### src/rtl/rtc_pkg.sv
// Shared types and constants for the RTC multiplexed-bus sequencer.
// Register addresses and field flags follow the VGA clock/timer display order.
package rtc_pkg;

   typedef enum logic [2:0] {
      S_IDLE,
      S_A_ACT,
      S_A_IDLE,
      S_D_ACT,
      S_D_IDLE,
      S_FIN
   } state_t;

   localparam int RTC_NREG_DEF = 9;

   localparam logic [7:0] RTC_ADDR_SEC   = 8'h21;
   localparam logic [7:0] RTC_ADDR_MIN   = 8'h22;
   localparam logic [7:0] RTC_ADDR_HOUR  = 8'h23;
   localparam logic [7:0] RTC_ADDR_DAY   = 8'h24;
   localparam logic [7:0] RTC_ADDR_MONTH = 8'h25;
   localparam logic [7:0] RTC_ADDR_YEAR  = 8'h26;
   localparam logic [7:0] RTC_ADDR_TMR_S = 8'h41;
   localparam logic [7:0] RTC_ADDR_TMR_M = 8'h42;
   localparam logic [7:0] RTC_ADDR_TMR_H = 8'h43;

   localparam logic [RTC_NREG_DEF-1:0] FLD_SEC   = 9'b0_0000_0001;
   localparam logic [RTC_NREG_DEF-1:0] FLD_MIN   = 9'b0_0000_0010;
   localparam logic [RTC_NREG_DEF-1:0] FLD_HOUR  = 9'b0_0000_0100;
   localparam logic [RTC_NREG_DEF-1:0] FLD_DAY   = 9'b0_0000_1000;
   localparam logic [RTC_NREG_DEF-1:0] FLD_MONTH = 9'b0_0001_0000;
   localparam logic [RTC_NREG_DEF-1:0] FLD_YEAR  = 9'b0_0010_0000;
   localparam logic [RTC_NREG_DEF-1:0] FLD_TMR_S = 9'b0_0100_0000;
   localparam logic [RTC_NREG_DEF-1:0] FLD_TMR_M = 9'b0_1000_0000;
   localparam logic [RTC_NREG_DEF-1:0] FLD_TMR_H = 9'b1_0000_0000;

   function automatic int max_int(input int a, input int b);
      return (a > b) ? a : b;
   endfunction

endpackage

### src/rtl/rtc_phase_timer.sv
// Loadable down-counter timing one bus phase; tc is high while the count is zero.
// Loading T-1 on phase entry makes the phase last exactly T cycles.
module rtc_phase_timer #(
   parameter int CW = 5
) (
   input  logic          clk,
   input  logic          reset,
   input  logic          load,
   input  logic [CW-1:0] load_val,
   output logic          tc
);

   logic [CW-1:0] cnt;

   // NOTE: sequential state uses non-blocking assignments so every register
   // samples pre-edge values regardless of process evaluation order.
   always_ff @(posedge clk) begin
      if (reset)
         cnt <= '0;
      else if (load)
         cnt <= load_val;
      else if (cnt != '0)
         cnt <= cnt - 1'b1;
   end

   assign tc = (cnt == '0);

endmodule

### src/rtl/rtc_bus_seq.sv
// Burst sequencer for the RTC multiplexed address/data bus: NREG address+data
// accesses per burst, read or write, with registered pad and VGA-side outputs.
module rtc_bus_seq
   import rtc_pkg::*;
#(
   parameter int DW     = 8,
   parameter int NREG   = RTC_NREG_DEF,
   parameter int T_ACT  = 22,
   parameter int T_IDLE = 24,
   parameter int IW     = (NREG > 1) ? $clog2(NREG) : 1
) (
   input  logic               clk,
   input  logic               reset,
   input  logic               start,
   input  logic               mode_wr,
   input  logic               abort,
   input  logic [NREG*DW-1:0] addr_tbl,
   input  logic [NREG*DW-1:0] wdata_tbl,
   input  logic [DW-1:0]      bus_in,
   output logic [DW-1:0]      bus_out,
   output logic               bus_oe,
   output logic               cs_n,
   output logic               ad_n,
   output logic               rd_n,
   output logic               wr_n,
   output logic               busy,
   output logic               done,
   output logic [DW-1:0]      rdata,
   output logic [IW-1:0]      rdata_idx,
   output logic               rdata_valid,
   output logic [NREG-1:0]    rdata_onehot
);

   localparam int T_MAX = max_int(T_ACT, T_IDLE);
   localparam int CW    = (T_MAX > 1) ? $clog2(T_MAX) : 1;

   state_t        state, state_nxt;
   logic [IW-1:0] idx;
   logic          mode_q;
   logic          last_idx;
   logic          tc;
   logic          tmr_load;
   logic [CW-1:0] tmr_val;
   logic          cap_pending;

   logic          cs_n_d, ad_n_d, rd_n_d, wr_n_d, oe_d, busy_d, done_d, cap_d;
   logic [DW-1:0] bus_out_d;

   assign last_idx = (idx == IW'(NREG - 1));

   rtc_phase_timer #(.CW(CW)) u_timer (
      .clk      (clk),
      .reset    (reset),
      .load     (tmr_load),
      .load_val (tmr_val),
      .tc       (tc)
   );

   always_ff @(posedge clk) begin
      if (reset)
         state <= S_IDLE;
      else
         state <= state_nxt;
   end

   always_comb begin
      state_nxt = state;
      case (state)
         S_IDLE:   if (start)  state_nxt = S_A_ACT;
         S_A_ACT:  if (tc)     state_nxt = S_A_IDLE;
         S_A_IDLE: if (tc)     state_nxt = S_D_ACT;
         S_D_ACT:  if (tc)     state_nxt = S_D_IDLE;
         S_D_IDLE: if (tc)     state_nxt = last_idx ? S_FIN : S_A_ACT;
         S_FIN:                state_nxt = S_IDLE;
         default:              state_nxt = S_IDLE;
      endcase
      if (abort)
         state_nxt = S_IDLE;
   end

   // Every state change restarts the phase timer with the new phase length.
   assign tmr_load = (state_nxt != state);
   assign tmr_val  = (state_nxt == S_A_ACT || state_nxt == S_D_ACT) ? CW'(T_ACT - 1)
                                                                    : CW'(T_IDLE - 1);

   always_ff @(posedge clk) begin
      if (reset) begin
         idx    <= '0;
         mode_q <= 1'b0;
      end else if (state == S_IDLE && start && !abort) begin
         idx    <= '0;
         mode_q <= mode_wr;
      end else if (state == S_D_IDLE && tc && !last_idx) begin
         idx    <= idx + 1'b1;
      end
   end

   // NOTE: every output gets a default before the case so no latch is inferred.
   always_comb begin
      cs_n_d    = 1'b1;
      ad_n_d    = 1'b1;
      rd_n_d    = 1'b1;
      wr_n_d    = 1'b1;
      oe_d      = 1'b0;
      bus_out_d = bus_out;
      busy_d    = busy;
      done_d    = 1'b0;
      cap_d     = 1'b0;
      case (state)
         S_IDLE: if (start) busy_d = 1'b1;
         S_A_ACT: begin
            cs_n_d    = 1'b0;
            ad_n_d    = 1'b0;
            oe_d      = 1'b1;
            bus_out_d = addr_tbl[int'(idx)*DW +: DW];
         end
         S_D_ACT: begin
            cs_n_d = 1'b0;
            if (mode_q) begin
               wr_n_d    = 1'b0;
               oe_d      = 1'b1;
               bus_out_d = wdata_tbl[int'(idx)*DW +: DW];
            end else begin
               rd_n_d = 1'b0;
               cap_d  = tc;
            end
         end
         S_FIN: begin
            done_d = 1'b1;
            busy_d = 1'b0;
         end
         default: ;
      endcase
      if (abort) begin
         cs_n_d = 1'b1;
         ad_n_d = 1'b1;
         rd_n_d = 1'b1;
         wr_n_d = 1'b1;
         oe_d   = 1'b0;
         busy_d = 1'b0;
         done_d = 1'b0;
         cap_d  = 1'b0;
      end
   end

   // Strobes lag the state by one cycle, so the read byte is taken at the edge
   // that ends the final rd_n-low cycle (cap_pending marks that edge).
   always_ff @(posedge clk) begin
      if (reset) begin
         cs_n         <= 1'b1;
         ad_n         <= 1'b1;
         rd_n         <= 1'b1;
         wr_n         <= 1'b1;
         bus_oe       <= 1'b0;
         bus_out      <= '0;
         busy         <= 1'b0;
         done         <= 1'b0;
         cap_pending  <= 1'b0;
         rdata        <= '0;
         rdata_idx    <= '0;
         rdata_valid  <= 1'b0;
         rdata_onehot <= '0;
      end else begin
         cs_n         <= cs_n_d;
         ad_n         <= ad_n_d;
         rd_n         <= rd_n_d;
         wr_n         <= wr_n_d;
         bus_oe       <= oe_d;
         bus_out      <= bus_out_d;
         busy         <= busy_d;
         done         <= done_d;
         cap_pending  <= cap_d;
         rdata_valid  <= cap_pending && !abort;
         rdata_onehot <= '0;
         if (cap_pending && !abort) begin
            rdata        <= bus_in;
            rdata_idx    <= idx;
            rdata_onehot <= NREG'(1) << idx;
         end
      end
   end

endmodule

### config.mk
export PLATFORM = sky130hd
export DESIGN_NAME = rtc_bus_seq
export DESIGN_NICKNAME = d
export VERILOG_FILES = /design/src/rtl/rtc_pkg.sv /design/src/rtl/rtc_phase_timer.sv /design/src/rtl/rtc_bus_seq.sv
export SDC_FILE = /design/constraint.sdc
export NUM_CORES = 1
export LEC_CHECK = 0
export ABC_AREA = 0
export BUFFER_PORTS_ARGS = -buffer_cell sky130_fd_sc_hd__buf_2
export CAP_MARGIN = 20
export CORE_UTILIZATION = 39
export DETAILED_ROUTE_END_ITERATION = 12
export GPL_TIMING_DRIVEN = 0
export PLACE_DENSITY = 0.77
export SLEW_MARGIN = 20
export SYNTH_ARGS = -nofsm -noshare
export SYNTH_HDL_FRONTEND = slang
export SYNTH_SLANG_ARGS = --single-unit
### constraint.sdc
create_clock -name clk -period 2.2 [get_ports clk]
set_input_delay 0.11 -clock clk [delete_from_list [all_inputs] [get_ports clk]]
set_output_delay 0.11 -clock clk [all_outputs]
set_load 0.1 [all_outputs]
# Word level (Yosys, flattened, before mapping)
# Index checks and enable logic that the tools add are counted.
[totals]
ff_bits = 51
output_inout_bits = 37
word_cells = 78
input_bits = 157
[classes]
n_addsub = 2
shifts = 3
mux = 21
n_reduce_logical = 22
n_eq_ne = 11
bitwise = 2
[op_table]
columns = ["operator", "count"]
rows = [
  ["$shiftx A72 B8 Y8", 2],
  ["$mux W3", 7],
  ["$pmux W8 S2", 1],
  ["$pmux W3 S5", 1],
  ["$mux W5", 2],
  ["$eq A3 B2 Y1 const B", 3],
  ["$shl A1 B4 Y9 const A", 1],
  ["$mux W8", 1],
  ["$reduce_or A2 Y1", 4],
  ["$eq A3 B1 Y1 const B", 2],
  ["$eq A3 B3 Y1 const B", 2],
  ["$mux W1", 6],
  ["$reduce_bool A2 Y1", 3],
  ["$logic_and A1 B1 Y1", 5],
  ["$logic_not A5 Y1", 1],
  ["$reduce_bool A5 Y1", 1],
  ["$sub A5 B1 Y5 const B", 1],
  ["$add A4 B1 Y4 const B", 1],
  ["$eq A4 B4 Y1 const B", 1],
  ["$ne A2 B2 Y1 const B", 2],
  ["$pmux W1 S2", 2],
  ["$reduce_and A2 Y1", 2],
  ["$reduce_or A4 Y1", 1],
  ["$logic_not A3 Y1", 1],
  ["6 further kinds", 8],
]

# Longest topological paths before layout
[logic_depth]
ltp_word = 9
ltp_mapped = 11
depth_no_buf = 7

# By module
# From an unflattened synthesis, not the netlist that was laid out.
[hier_totals]
hier_cells = 310
area_unflattened_um2 = 3084.2
[by_module_without_submodules]
columns = ["mod", "instances", "cells_per_inst", "seq_area_each_um2", "area_per_inst_um2"]
rows = [
  ["rtc_bus_seq", 1, 278, 920.9, 2796.4],
  ["rtc_phase_timer", 1, 32, 100.1, 287.8],
]

# Least setup slack after synthesis
# No wires, ideal clock.
[synth_timing]
kind = "register -> register"
start = "reg idx[0]"
end = "reg u_timer.cnt[3]"
path_stages_with_launch = 11
arrival_ps = 2139
required_ps = 2056
setup_slack_ps = -83
n_path_buf = 3
setup_time_ps = 144
path_cell_list = "dfxtp_1 -> buf_6 -> buf_4 -> buf_2 -> inv_2 -> ha_1 -> nand3b_1 -> a2111oi_0 -> a211o_1 -> o21a_1 -> nor4b_1"
[synth_via]
elab_chain_cells = 7
[synth_lines]
columns = ["item", "line_no", "text"]
rows = [
  ["from (decl)", "rtc_bus_seq.sv:38", "logic [IW-1:0] idx;"],
  ["from (signal assigned)", "rtc_bus_seq.sv:94", "idx <= idx + 1'b1;"],
  ["$eq A4 B4 Y1 *", "rtc_bus_seq.sv:49", "assign last_idx = (idx == IW'(NREG - 1));"],
  ["$mux W3 * (2 in a row)", "rtc_bus_seq.sv:73", "S_D_IDLE: if (tc) state_nxt = last_idx ? S_FIN : S_A_ACT;"],
  ["$pmux W3 S5 *", "rtc_bus_seq.sv:68", "case (state)"],
  ["$mux W3 *", "rtc_bus_seq.sv:77", "if (abort)"],
  ["$ne A3 B3 Y1 *", "rtc_bus_seq.sv:82", "assign tmr_load = (state_nxt != state);"],
  ["$mux W5 or $reduce_bool A2 Y1 (tied branches)", "n/a", ""],
  ["to (signal assigned)", "rtc_phase_timer.sv:21", "cnt <= load_val;"],
  ["to (signal assigned)", "rtc_phase_timer.sv:23", "cnt <= cnt - 1'b1;"],
  ["to (decl)", "rtc_phase_timer.sv:13", "logic [CW-1:0] cnt;"],
]
# Mark *: on every way between the ends. The rest lies on a longest branch, timed or not.
# A chain may end at the register's enable or synchronous reset.

# Worst setup path after layout
[layout_timing]
start = "reg state[2]"
end = "reg bus_out[3]"
[layout_via]
elab_chain_cells = 3
[layout_lines]
columns = ["item", "line_no", "text"]
rows = [
  ["from (decl)", "rtc_bus_seq.sv:37", "state_t state, state_nxt;"],
  ["from (signal assigned)", "rtc_bus_seq.sv:63", "state <= state_nxt;"],
  ["$eq A3 B2 Y1 or $eq A3 B1 Y1 (tied branches)", "rtc_bus_seq.sv:109", "case (state)"],
  ["$ne A2 B2 Y1 (no source line) or $reduce_bool A2 Y1 (tied branches)", "n/a", ""],
  ["$reduce_and A2 Y1 (no source line)", "n/a", ""],
  ["to (signal assigned)", "rtc_bus_seq.sv:169", "bus_out <= bus_out_d;"],
  ["to (decl)", "rtc_bus_seq.sv:20", "output logic [DW-1:0] bus_out,"],
]
# Parallel ways exist; a longest one is shown, timed or not.

==> impl_results.md <==
* Synthesized instance count at around 300
* Cts bufs inserted at 5
* Final GP Congestion at approximately 0.91
* Sequential share of the synthesized area at about a third
* Synthesized cell area at 3100 um^2
* Sw frac at 27.9%
* Max Freq at 473 MHz
* R2R depth at 7
* Global-route wire length before repair at 16200 um
* Clock Sinks at 51
* Dpl cell area at 4200 um^2
* Status: finished, final reports clean
* Final min period at 2.11 ns
* WP data arrival at 2.29 ns
* TritonCTS clock tree: yes
* Worst slew margin relative to its limit at 62.0%
* Dominant synthesized flop cell: dfxtp_1
* Crit. End Element: register
* Filler cell count at 696
* Drt total wl at a little over 10000 um
* DRC at 0
* Pwr dens at 489 nW/um^2
* Final Skew at 0.00784 ns
* Hold depth at 3
* Mapped Nets at 464
* Die W at 91.2 um
* Worst Path Class, Setup: register to register
* Initial antenna violation count at 1
* Hold Slack at roughly 0.028 ns
* Max VDD drop at 0.344 mV
* Core footprint at roughly 7700 um^2
* HPWL after DPL at 8220 um
* Pre-antenna DRT Iters at 4
* GR Overflow Total at 0
* Final setup TNS at 0 ns
* Area delta synth->final at 44.6%
* I/O pin cnt at 194
* Internal power at 1.58 mW
* Vias in the first global route at roughly 3300
* Number of synthesized flops with an enable pin at 0
* Library cells used by synthesis at slightly below 50
* Clk pwr share at about a third
* Psw at 611 uW
* Layout cells sized above 1 at 53.3%
* Most common cell after layout, fill and taps aside: buf_2
* Worst Setup Start Kind: register
* Asr flop ratio synth at 0%
* Avg Inst Size Synth at slightly above 10 um^2
* H-tree depth at 2
* P_leak at 2.18 nW
* Final net count at 672
* Clk_lat worst skew at 0.31 ns
* Rows at 32
* Critical Path RT at 2.37 ns
* DR vias/cell at ~5.3
* Worst-path clk slew at about 0.090 ns
* Final setup fails at 0
* Initial core utilization at 40.2%
* Buffers on Ports at 192
* Slew at the pin closest to its max-slew limit at 0.571 ns
* Comb power frac at 23.6%
* Leading post-synthesis cells by cell area: dfxtp_1 (33%), mux4_2 (23%), mux2i_1 (6.8%), a21oi_1 (3.7%), nand2_1 (3.6%)
* Total number of vias at 3277
* Die ar. at 8320 um^2
* Maxcap violations at 0
* GRT Total Usage at 24.8%
* Final hold vios at 0
* #FFs+latches synth at 51
* Max clock buf depth at 2
* Worst hold path class: primary input to register
* Final Max Tran Viols at 0
* CP max FO at 10
* Period utilisation layout at 96.0%
* DR WL/cell at 16.8 um
* YS warnings at 0
* Largest net degree at the start of global routing at 19
* Seq pwr share at 44.7%
* Yosys top cell area share at around a third
* Post-route cell area at 4490 um^2
* Number of DRC violations after detailed-routing iteration 0 at 144
* Largest area contributor in the netlist: dfxtp_1
* Die height at around 91 um
* Antenna-violating nets left at 0
* Most frequent cells in the layout: buf_2 (198), dfxtp_1 (50), mux4_2 (32), nand2_1 (30), nor2_1 (28)
* CTS root buffer: clkbuf_8
-- flip-flops by register name, summed over array words and instances (netlist names) --
| register | count |
|---|---|
| ad_n | 1 |
| bus_oe | 1 |
| bus_out | 8 |
| busy | 1 |
| cap_pending | 1 |
| cs_n | 1 |
| done | 1 |
| idx | 4 |
| mode_q | 1 |
| rd_n | 1 |
| rdata | 8 |
| rdata_idx | 4 |
| rdata_onehot | 9 |
| rdata_valid | 1 |
| state | 3 |
| u_timer.cnt | 5 |
| wr_n | 1 |
-- worst paths after layout --
path / slack (ns) / to / startpoint
hold / removal: 0.03 / rdata[2] / bus_in[2]
setup reg to reg: 0.09 / bus_out[3] / state[2]
hold reg to reg: 0.46 / rdata[1] / rdata[1]
setup / recovery: 0.09 / bus_out[3] / state[2]
-- cells by family (layout without fill, tap and decap cells) --
family	after synthesis	after routing	share of synthesized area (%)
mux	53	53	30.0
simple gates	106	106	18.2
compound gates	48	48	10.0
xor+xnor	7	7	1.98
flops	51	51	32.9
fa+ha+maj	6	6	2.42
other cells	0	1	0
buf+inv	30	239	4.48
-- per-layer routing --
| layer | share of wire [%] | GRT usage, % | vias to the layer above | wire length (um) |
|---|---|---|---|---|
| met4 | 2.7 | 10.7 | 0 | 277 |
| met1 | 40 | 27.8 | 1552 | 4090 |
| met5 | 0 | 5.77 | - | 0 |
| met2 | 50 | 43.4 | 164 | 5110 |
| met3 | 7.9 | 6.95 | 26 | 810 |
| li1 | - | - | 1535 | - |
-- timing repair --
item / CTS / global route
hold buffers: 0 / 0
endpoints found under the setup margin: 11 / 12
buffers inserted: 5 / 5
pin swaps: 1 / 2
resized for setup: 11 / 14
-- worst max-delay path, stage by stage, from the launching register on --
cell	delay, ns
dfxtp_1	0.37
buf_2	0.22
nand3b_4	0.20
clkbuf_4	0.24
clkbuf_4	0.25
mux4_2	0.32
a22oi_1	0.25
o211ai_1	0.13
-- power groups by stage --
stage	logic (mW)	registers, mW	clock network [mW]
2_1_floorplan	0.215	1.06	0
3_3_place_gp	0.455	0.996	0
3_5_place_dp	0.472	0.998	0
4_1_cts	0.487	0.980	0.707
5_1_grt	0.562	0.985	0.733
6_report	0.518	0.981	0.694
-- synth_stat cells, types with 3 or more instances --
cell type / number
mux4_2: 32
a21oi_1: 23
o22ai_1: 3
nor4_1: 5
a211o_1: 4
a22oi_1: 5
and2_1: 8
buf_2: 12
nor3_1: 7
nor2_1: 28
xnor2_1: 4
o211ai_1: 5
clkbuf_1: 10
inv_1: 4
ha_1: 6
dfxtp_1: 51
nand2_1: 30
xor2_1: 3
nand2b_1: 4
mux2i_1: 21
-- metrics by stage --
step                      setup WS, ns  cells  utilization (%)  power, mW
after floorplan                 0.0347    301                -       1.27
after global placement          -0.339    595             54.3       1.45
after detailed placement        -0.379    595             54.3       1.47
after CTS                      0.00550    607             56.9       2.17
after global routing         -0.000991    613             58.1       2.28
final                           0.0872    613             58.1       2.19
-- final cells by class --
cell class,count,area (um^2),share of cell area [%]
Timing Repair Buffer,202,1040,23.1
Tap cell,102,128,2.84
Sequential cell,51,1020,22.8
Antenna cell,1,2.50,0.0558
Buffer,23,145,3.23
Multi-Input combinational cell,220,1990,44.5
Inverter,6,35.0,0.781
Clock buffer,6,82.6,1.84
Clock inverter,2,38.8,0.864
Power figures use the tool's default switching activity.
